--- config.mk ---
export PLATFORM = sky130hd
export DESIGN_NAME = instr_fetch_flat
export DESIGN_NICKNAME = d
export VERILOG_FILES = /design/src/rtl/instr_fetch_if.sv /design/src/rtl/instr_fetch.sv /design/src/flat_wrapper.sv
export SDC_FILE = /design/constraint.sdc
export NUM_CORES = 1
export LEC_CHECK = 0
export CORE_UTILIZATION = 50
export CTS_CLUSTER_SIZE = 14
export DETAILED_ROUTE_END_ITERATION = 16
export GPL_ROUTABILITY_DRIVEN = 0
export PLACE_DENSITY = 0.81
export SYNTH_ARGS = -nofsm -noshare
export SYNTH_HDL_FRONTEND = slang
export SYNTH_SLANG_ARGS = --single-unit
--- constraint.sdc ---
create_clock -name clk -period 3 [get_ports clk]
set_input_delay 0.3 -clock clk [delete_from_list [all_inputs] [get_ports clk]]
set_output_delay 0.3 -clock clk [all_outputs]
set_load 0.03 [all_outputs]
--- src/rtl/instr_fetch_if.sv ---
// Instruction-memory fetch port: the request side drives req/addr, and the memory
// answers with ready and rdata in the same cycle.
interface instr_fetch_if #(
  parameter int ADDR_W = 64
);
  logic              req;
  logic [ADDR_W-1:0] addr;
  logic              ready;
  logic [31:0]       rdata;

  modport master (output req, output addr, input ready, input rdata);
  modport slave  (input req, input addr, output ready, output rdata);
endinterface

--- src/rtl/instr_fetch.sv ---
// LEGv8 instruction-fetch stage: owns the PC, fetches over a ready handshake,
// buffers one word while decode stalls, and flushes on branch redirects.
module instr_fetch #(
  parameter int                ADDR_W   = 64,
  parameter logic [ADDR_W-1:0] RESET_PC = '0
) (
  input  logic              clk,
  input  logic              rst_n,
  instr_fetch_if.master     imem,
  input  logic              stall,
  input  logic              branch_taken,
  input  logic [ADDR_W-1:0] branch_target,
  output logic              if_id_valid,
  output logic [ADDR_W-1:0] if_id_pc,
  output logic [31:0]       if_id_instr,
  output logic [10:0]       if_id_opcode
);

  typedef enum logic {
    FETCH = 1'b0,
    HOLD  = 1'b1
  } state_t;

  state_t            state_q, state_d;
  logic [ADDR_W-1:0] pc_q, pc_d;
  logic              valid_q, valid_d;
  logic [ADDR_W-1:0] ifpc_q, ifpc_d;
  logic [31:0]       instr_q, instr_d;
  logic [ADDR_W-1:0] skid_pc_q, skid_pc_d;
  logic [31:0]       skid_instr_q, skid_instr_d;

  logic              fire;
  logic [ADDR_W-1:0] pc_plus4;
  logic [ADDR_W-1:0] target_aligned;

  assign imem.req       = (state_q == FETCH);
  assign imem.addr      = pc_q;
  assign fire           = imem.req && imem.ready;
  assign pc_plus4       = pc_q + ADDR_W'(4);
  assign target_aligned = branch_target & ~ADDR_W'(3);

  always_ff @(posedge clk or negedge rst_n) begin
    if (!rst_n) begin
      state_q      <= FETCH;
      pc_q         <= RESET_PC;
      valid_q      <= 1'b0;
      ifpc_q       <= '0;
      instr_q      <= '0;
      skid_pc_q    <= '0;
      skid_instr_q <= '0;
    end else begin
      state_q      <= state_d;
      pc_q         <= pc_d;
      valid_q      <= valid_d;
      ifpc_q       <= ifpc_d;
      instr_q      <= instr_d;
      skid_pc_q    <= skid_pc_d;
      skid_instr_q <= skid_instr_d;
    end
  end

  // A redirect wins over everything, including a stall and a same-cycle fetch return.
  always_comb begin
    state_d      = state_q;
    pc_d         = pc_q;
    valid_d      = valid_q;
    ifpc_d       = ifpc_q;
    instr_d      = instr_q;
    skid_pc_d    = skid_pc_q;
    skid_instr_d = skid_instr_q;

    if (branch_taken) begin
      state_d      = FETCH;
      pc_d         = target_aligned;
      valid_d      = 1'b0;
      skid_pc_d    = '0;
      skid_instr_d = '0;
    end else begin
      case (state_q)
        FETCH: begin
          if (fire) begin
            pc_d = pc_plus4;
            if (stall) begin
              skid_pc_d    = pc_q;
              skid_instr_d = imem.rdata;
              state_d      = HOLD;
            end else begin
              valid_d = 1'b1;
              ifpc_d  = pc_q;
              instr_d = imem.rdata;
            end
          end else if (!stall) begin
            valid_d = 1'b0;
          end
        end
        HOLD: begin
          if (!stall) begin
            valid_d = 1'b1;
            ifpc_d  = skid_pc_q;
            instr_d = skid_instr_q;
            state_d = FETCH;
          end
        end
        default: begin
          state_d = FETCH;
        end
      endcase
    end
  end

  assign if_id_valid  = valid_q;
  assign if_id_pc     = ifpc_q;
  assign if_id_instr  = instr_q;
  assign if_id_opcode = instr_q[31:21];

endmodule

--- src/flat_wrapper.sv ---
// flat-port wrapper written by rule: the top's interface ports become plain ports
module instr_fetch_flat 
#(
  parameter int                ADDR_W   = 64,
  parameter logic [ADDR_W-1:0] RESET_PC = '0
)
  (clk, rst_n, stall, branch_taken, branch_target, if_id_valid, if_id_pc, if_id_instr, if_id_opcode, imem_req, imem_addr, imem_ready, imem_rdata);
  instr_fetch_if #(.ADDR_W(ADDR_W)) imem_i ();
  input  logic clk;
  input  logic rst_n;
  input  logic stall;
  input  logic branch_taken;
  input  logic [ADDR_W-1:0] branch_target;
  output logic if_id_valid;
  output logic [ADDR_W-1:0] if_id_pc;
  output logic [31:0] if_id_instr;
  output logic [10:0] if_id_opcode;
  output wire logic [$bits(imem_i.req)-1:0] imem_req;
  output wire logic [$bits(imem_i.addr)-1:0] imem_addr;
  input wire logic [$bits(imem_i.ready)-1:0] imem_ready;
  input wire logic [$bits(imem_i.rdata)-1:0] imem_rdata;
  assign imem_req = imem_i.req;
  assign imem_addr = imem_i.addr;
  assign imem_i.ready = imem_ready;
  assign imem_i.rdata = imem_rdata;
  instr_fetch #(.ADDR_W(ADDR_W), .RESET_PC(RESET_PC)) u_core (.clk(clk), .rst_n(rst_n), .imem(imem_i), .stall(stall), .branch_taken(branch_taken), .branch_target(branch_target), .if_id_valid(if_id_valid), .if_id_pc(if_id_pc), .if_id_instr(if_id_instr), .if_id_opcode(if_id_opcode));
endmodule
==> results of run 1 <==
-- cells by family after synthesis --
| logic type | after synthesis | synth area share |
|---|---|---|
| flops | 254 | 0.554 |
| fa+ha+maj | 1 | 0.00109 |
| xor+xnor | 43 | 0.0328 |
| other cells | 1 | 0.000327 |
| mux | 97 | 0.0847 |
| simple gates | 312 | 0.133 |
| compound gates | 266 | 0.152 |
| buf+inv | 110 | 0.0419 |
-- flip-flops by register name (all words and copies together) (netlist names) --
| register | count |
|---|---|
| u_core.state_q | 1 |
| u_core.skid_pc_q | 63 |
| u_core.skid_instr_q | 32 |
| u_core.imem.addr | 62 |
| u_core.if_id_valid | 1 |
| u_core.if_id_pc | 63 |
| u_core.if_id_instr | 32 |
-- final timing paths --
check                                  endpoint                start  slack, ns
min                        u_core.imem.addr[45]         branch_taken       0.21
max in group asynchronous        u_core.state_q                rst_n       1.79
max reg2reg                u_core.imem.addr[44]  u_core.imem.addr[3]       0.45
min reg2reg                 u_core.skid_pc_q[1]  u_core.skid_pc_q[1]       0.50
max                        u_core.imem.addr[44]  u_core.imem.addr[3]       0.45
min in group asynchronous   u_core.if_id_pc[55]                rst_n       0.36
-- metal layers --
| layer | vias to the layer above | GRT usage |
|---|---|---|
| li1 | 4329 | - |
| met1 | 4629 | 0.362 |
| met2 | 350 | 0.428 |
| met3 | 49 | 0.0609 |
| met4 | 2 | 0.0733 |
| met5 | - | 0 |
-- critical path: cells and delay by family, from the launching register on --
kind | cells | cell delay, ns
adder cells (fa/ha/maj) | 1 | 0.28
flip-flops | 1 | 0.42
AND/OR/NAND/NOR | 4 | 1.61
AO/OA/AOI/OAI | 1 | 0.17
-- layout make-up --
type                       count  area share
clock inverter                 8     0.00608
timing repair buffer         293       0.194
clock buffer                  38      0.0510
inverter                       9     0.00222
multi-input combinational    721       0.306
sequential                   254       0.417
tap                          285      0.0234
-- power by group --
group / switching, uW / total, uW / internal [uW]
Combinational: 1400 / 2440 / 1040
Sequential: 344 / 4160 / 3810
Clock: 1320 / 3280 / 1960
Total: 3070 / 9870 / 6810
-- cell usage in the layout, fill, tap and decap left out, drive strengths merged, types with 5 or more instances in the layout --
cell type | synthesis | final
a21oi | 95 | 95
a22o | 94 | 94
a31oi | 12 | 12
and3 | 11 | 11
and4 | 6 | 6
buf | 32 | 25
clkbuf | 69 | 38
clkdlybuf4s50 | 0 | 267
clkinv | 0 | 5
dfrtp | 254 | 254
inv | 9 | 9
mux2i | 96 | 96
nand2 | 66 | 66
nand3 | 25 | 25
nand4 | 27 | 27
nor2 | 116 | 116
nor3 | 9 | 9
nor4 | 18 | 18
o21ai | 49 | 49
o31ai | 5 | 5
or3 | 8 | 8
or4 | 11 | 11
xnor2 | 22 | 22
xor2 | 21 | 21
-- per-stage QoR --
step / instance area (um2) / cells / setup slack [ns]
2_1_floorplan: 11500 / 1085 / 0.374
3_3_place_gp: 14400 / 1561 / 0.291
3_5_place_dp: 14400 / 1561 / 0.230
4_1_cts: 15200 / 1608 / 0.424
5_1_grt: 15200 / 1608 / 0.358
6_report: 15200 / 1608 / 0.445
-- timing repair --
action	CTS	global route
endpoints found under the hold margin	80	0
hold buffers	1	0
endpoints found under the setup margin	0	0
==> reports/qor.csv, run 1 <==
metric,value,unit
"Max stage delay cell, worst path",or4_4,
area of the multi-input gates,4670,um2
global route overflow,0,
"top cells by area, synth","dfrtp_1, mux2i_1, a22o_1",
I/O Pins,274,
WL/cell,19.5,um
Synth Register Bits,254,
Total Power,9870,uW
cts repair resizes,0,
Detailed Place HPWL,20300,um
setup violators final,0,
top-area cell type share of the netlist area,0.554,
first-pass GRT wire length,50300,um
RSZ-0062 raised after global routing,no,
top cell type by total area after synthesis,dfrtp_1,
Seq. cell area,6360,um2
synthesized instance count,1084,
"EDFF count, synth",0,
Power Dens Cells,648,nW/um2
CP peak stage delay,0.57,ns
Die Wd,154,um
Slew Limit Fails,0,
M1 wire length,13600,um
total CTS buffers,26,
vias in the first global route,9315,
Setup TNS,0,ns
initial antenna violation count,1,
Setup crit end kind,flip-flop,
maxcap violations,0,
Ys Warns,0,
Fill cells,1748,
met2 wire length,14600,um
reg2reg path depth,6,
type of the worst setup path,reg2reg,
WP data required,3.44,ns
Avg Inst Size Synth,10.6,um2
Synth Flop Type,dfrtp_1,
run status,"complete, no violations",
H-tree levels,1,
"Async S/R FF share, synth",1.00,
remaining antenna violation count,0,
clock slew at reported path FFs,0.06,ns
area grow syn2layout,32.8,%
most numerous cell in the Yosys netlist,dfrtp_1,
setup bufs post-CTS,0,
hold slack final,0.211,ns
Root Buffer,clkbuf_16,
routed wire length,31400,um
row count,55,
minimum clock period,2.55,ns
CTS tree,yes,
WL met3,2340,um
largest net degree at the start of global routing,117,
Post-route DRC,0,
post-synth cell types,49,
Clock Latency Late Sink,0.52,ns
Worst VDD drop,0.393,mV
hold crit path type,in2reg,
Max Freq,0.391,GHz
Initial Utilization,0.509,
Die Y-Extent,154,um
Max clock buf depth,3,
Die ar.,23600,um2
layout cell share with drive strength beyond 1,0.0582,
Final Util,0.675,
"top cells by count, synth","dfrtp_1, nor2_1, mux2i_1",
Worst Skew,0.0111,ns
GR Util All Layers,0.266,
max_slew headroom,0.412,
sequential element share of the synthesized area,0.554,
Worst setup SP type,flip-flop,
Vias/cell,5.82,
input/output buffers,269,
worst-path fanout max,6,
Tcrit/Tclk final,0.852,
Synth Cell Area,11500,um2
worst endpoint data arrival time,3.00,ns
DR top layer,met5,
Leakage Power,0.00625,uW
initial DRC count,630,
# nets final,1407,
final hold vios,0,
ant diodes,0,
vias,9359,
crit-path cells,"ha_1, nand3b_4, or3_1, or4_4, or4_1, a31oi_1",
CORE AREA,22600,um2
Pre-Repair DR Iteration Count,5,
Worst-Margin Slew,0.881,ns
Sink Count,254,
hold depth,3,
(Power assumes the default switching activity.)
==> inputs of run 2 (changes only) <==
--- a/config.mk
+++ b/config.mk
@@ -5,11 +5,12 @@
 export SDC_FILE = /design/constraint.sdc
 export NUM_CORES = 1
 export LEC_CHECK = 0
-export CORE_UTILIZATION = 50
+export ABC_CLOCK_PERIOD_IN_PS = 2100
+export CORE_UTILIZATION = 45
 export CTS_CLUSTER_SIZE = 14
 export DETAILED_ROUTE_END_ITERATION = 16
 export GPL_ROUTABILITY_DRIVEN = 0
-export PLACE_DENSITY = 0.81
+export PLACE_DENSITY = 0.77
 export SYNTH_ARGS = -nofsm -noshare
 export SYNTH_HDL_FRONTEND = slang
 export SYNTH_SLANG_ARGS = --single-unit
==> constraint.sdc (replaced) <==
create_clock -name clk -period 2.1 [get_ports clk]
set_input_delay 0.21 -clock clk [delete_from_list [all_inputs] [get_ports clk]]
set_output_delay 0.21 -clock clk [all_outputs]
set_load 0.03 [all_outputs]
==> reports/qor.csv, run 2 (same netlist as run 1, synthesis figures left out) <==
metric,value,unit
Die Wd,162,um
I/O Pins,274,
routed wire length,33400,um
Slew Limit Fails,0,
crit-path cells,"nand3b_4, or3_4, or4_4, or4_4, a31oi_1",
Worst Skew,0.0119,ns
"delay-heaviest family, CP",simple AND/OR/NAND/NOR gates,
# nets final,1507,
Clock Latency Late Sink,0.52,ns
worst endpoint data arrival time,2.61,ns
final hold vios,0,
area grow syn2layout,42.7,%
initial antenna violation count,1,
Die Y-Extent,162,um
Root Buffer,clkbuf_16,
largest net degree at the start of global routing,69,
total CTS buffers,27,
Pre-Repair DR Iteration Count,5,
remaining antenna violation count,0,
Post-route DRC,0,
Detailed Place HPWL,22800,um
Worst VDD drop,0.576,mV
WP data required,2.55,ns
maxcap violations,0,
Power Dens Cells,871,nW/um2
first-pass GRT wire length,53400,um
final worst slack,-0.0649,ns
RSZ-0062 raised after global routing,yes,
Max clock buf depth,3,
Placement Cell Area,15300,um2
GR Util All Layers,0.254,
"leading cell types in the layout, fill and taps excluded","clkdlybuf4s50_1, dfrtp_1, nor2_1",
Setup TNS,-0.122,ns
Worst setup SP type,flip-flop,
"Design Area, Final",16400,um2
hold slack final,0.133,ns
hold depth,3,
Fill cells,1980,
Tcrit/Tclk final,1.03,
"Max stage delay cell, worst path",or4_4,
CORE AREA,25100,um2
clock slew at reported path FFs,0.06,ns
Sink Count,254,
Worst path depth,5,
H-tree levels,1,
max_slew headroom,0.464,
WL/cell,19.1,um
run status,"finished, violations left",
Final Util,0.652,
Leakage Power,0.00679,uW
register-to-register setup slack,-0.06,ns
vias,9911,
Total Power,14300,uW
worst-path fanout max,3,
layout cell share with drive strength beyond 1,0.165,
Worst Path Buf+Inv,0,
Worst-Margin Slew,0.803,ns
type of the worst setup path,reg2reg,
CTS tree,yes,
global route overflow,0,
minimum clock period,2.16,ns
CP peak stage delay,0.55,ns
violated checks,negative setup slack,
Vias/cell,5.66,
crit-path most repeated cell,or4_4,
row count,58,
Die ar.,26200,um2
initial DRC count,754,
hold crit path type,in2reg,
vias in the first global route,9895,
Max Freq,0.462,GHz
setup violators final,3,
"commonest non-fill, non-tap cell in the layout",clkdlybuf4s50_1,
reg2reg path depth,5,
Initial Utilization,0.457,
input/output buffers,269,
ant diodes,0,
Setup crit end kind,flip-flop,
## run 2: area by class of cell
class,instances,area [um2],share of cell area
Clock inverter,5,52.6,0.00321
Sequential cell,254,6400,0.391
Timing Repair Buffer,392,3830,0.234
Clock buffer,41,788,0.0481
Tap cell,330,413,0.0252
Multi-Input combinational cell,721,4860,0.297
Inverter,9,33.8,0.00206
## run 2: final timing paths
kind | startpoint | endpoint
setup / recovery | u_core.state_q | u_core.imem.addr[44]
hold reg to reg | u_core.skid_pc_q[1] | u_core.skid_pc_q[1]
min in group asynchronous | rst_n | u_core.if_id_pc[55]
max in group asynchronous | rst_n | u_core.if_id_instr[28]
hold / removal | branch_taken | u_core.imem.addr[50]
setup reg to reg | u_core.state_q | u_core.imem.addr[44]
## run 2: tightest hold or removal path: cells and delay by family
family                 cells  cell delay [ns]
AND/OR/NAND/NOR            1             0.09
AO/OA/AOI/OAI              1             0.07
buffers and inverters      1             0.24
## run 2: metrics by stage
| stage | setup slack, ns | std cells |
|---|---|---|
| final | -0.0649 | 1752 |
| after global routing | -0.151 | 1752 |
| after CTS | -0.0439 | 1748 |
| after detailed placement | -0.300 | 1701 |
| after global placement | -0.273 | 1701 |
| after floorplan | -0.302 | 1085 |
## run 2: power breakdown
part	internal, uW	total [uW]	switching (uW)	leakage, uW
registers	5460	5810	353	0.00309
logic	1660	3860	2210	0.00329
clock network	2680	4590	1910	0.000411
total	9800	14300	4470	0.00679
## run 2: what timing repair did
| item | 4_1_cts | 5_1_grt |
|---|---|---|
| endpoints found under the hold margin | 57 | 0 |
| gates resized for setup | 8 | 27 |
| endpoints found under the setup margin | 11 | 87 |
| pin swaps | 2 | 3 |
| buffers inserted | 0 | 4 |
| hold buffers | 1 | 0 |
## run 2: per-layer routing
metal / wire length (um) / GRT usage / vias up
met5: 12 / 0 / -
met4: 739 / 0.0690 / 2
met1: 14400 / 0.346 / 4962
li1: - / - / 4522
met3: 2440 / 0.0552 / 59
met2: 15800 / 0.411 / 366
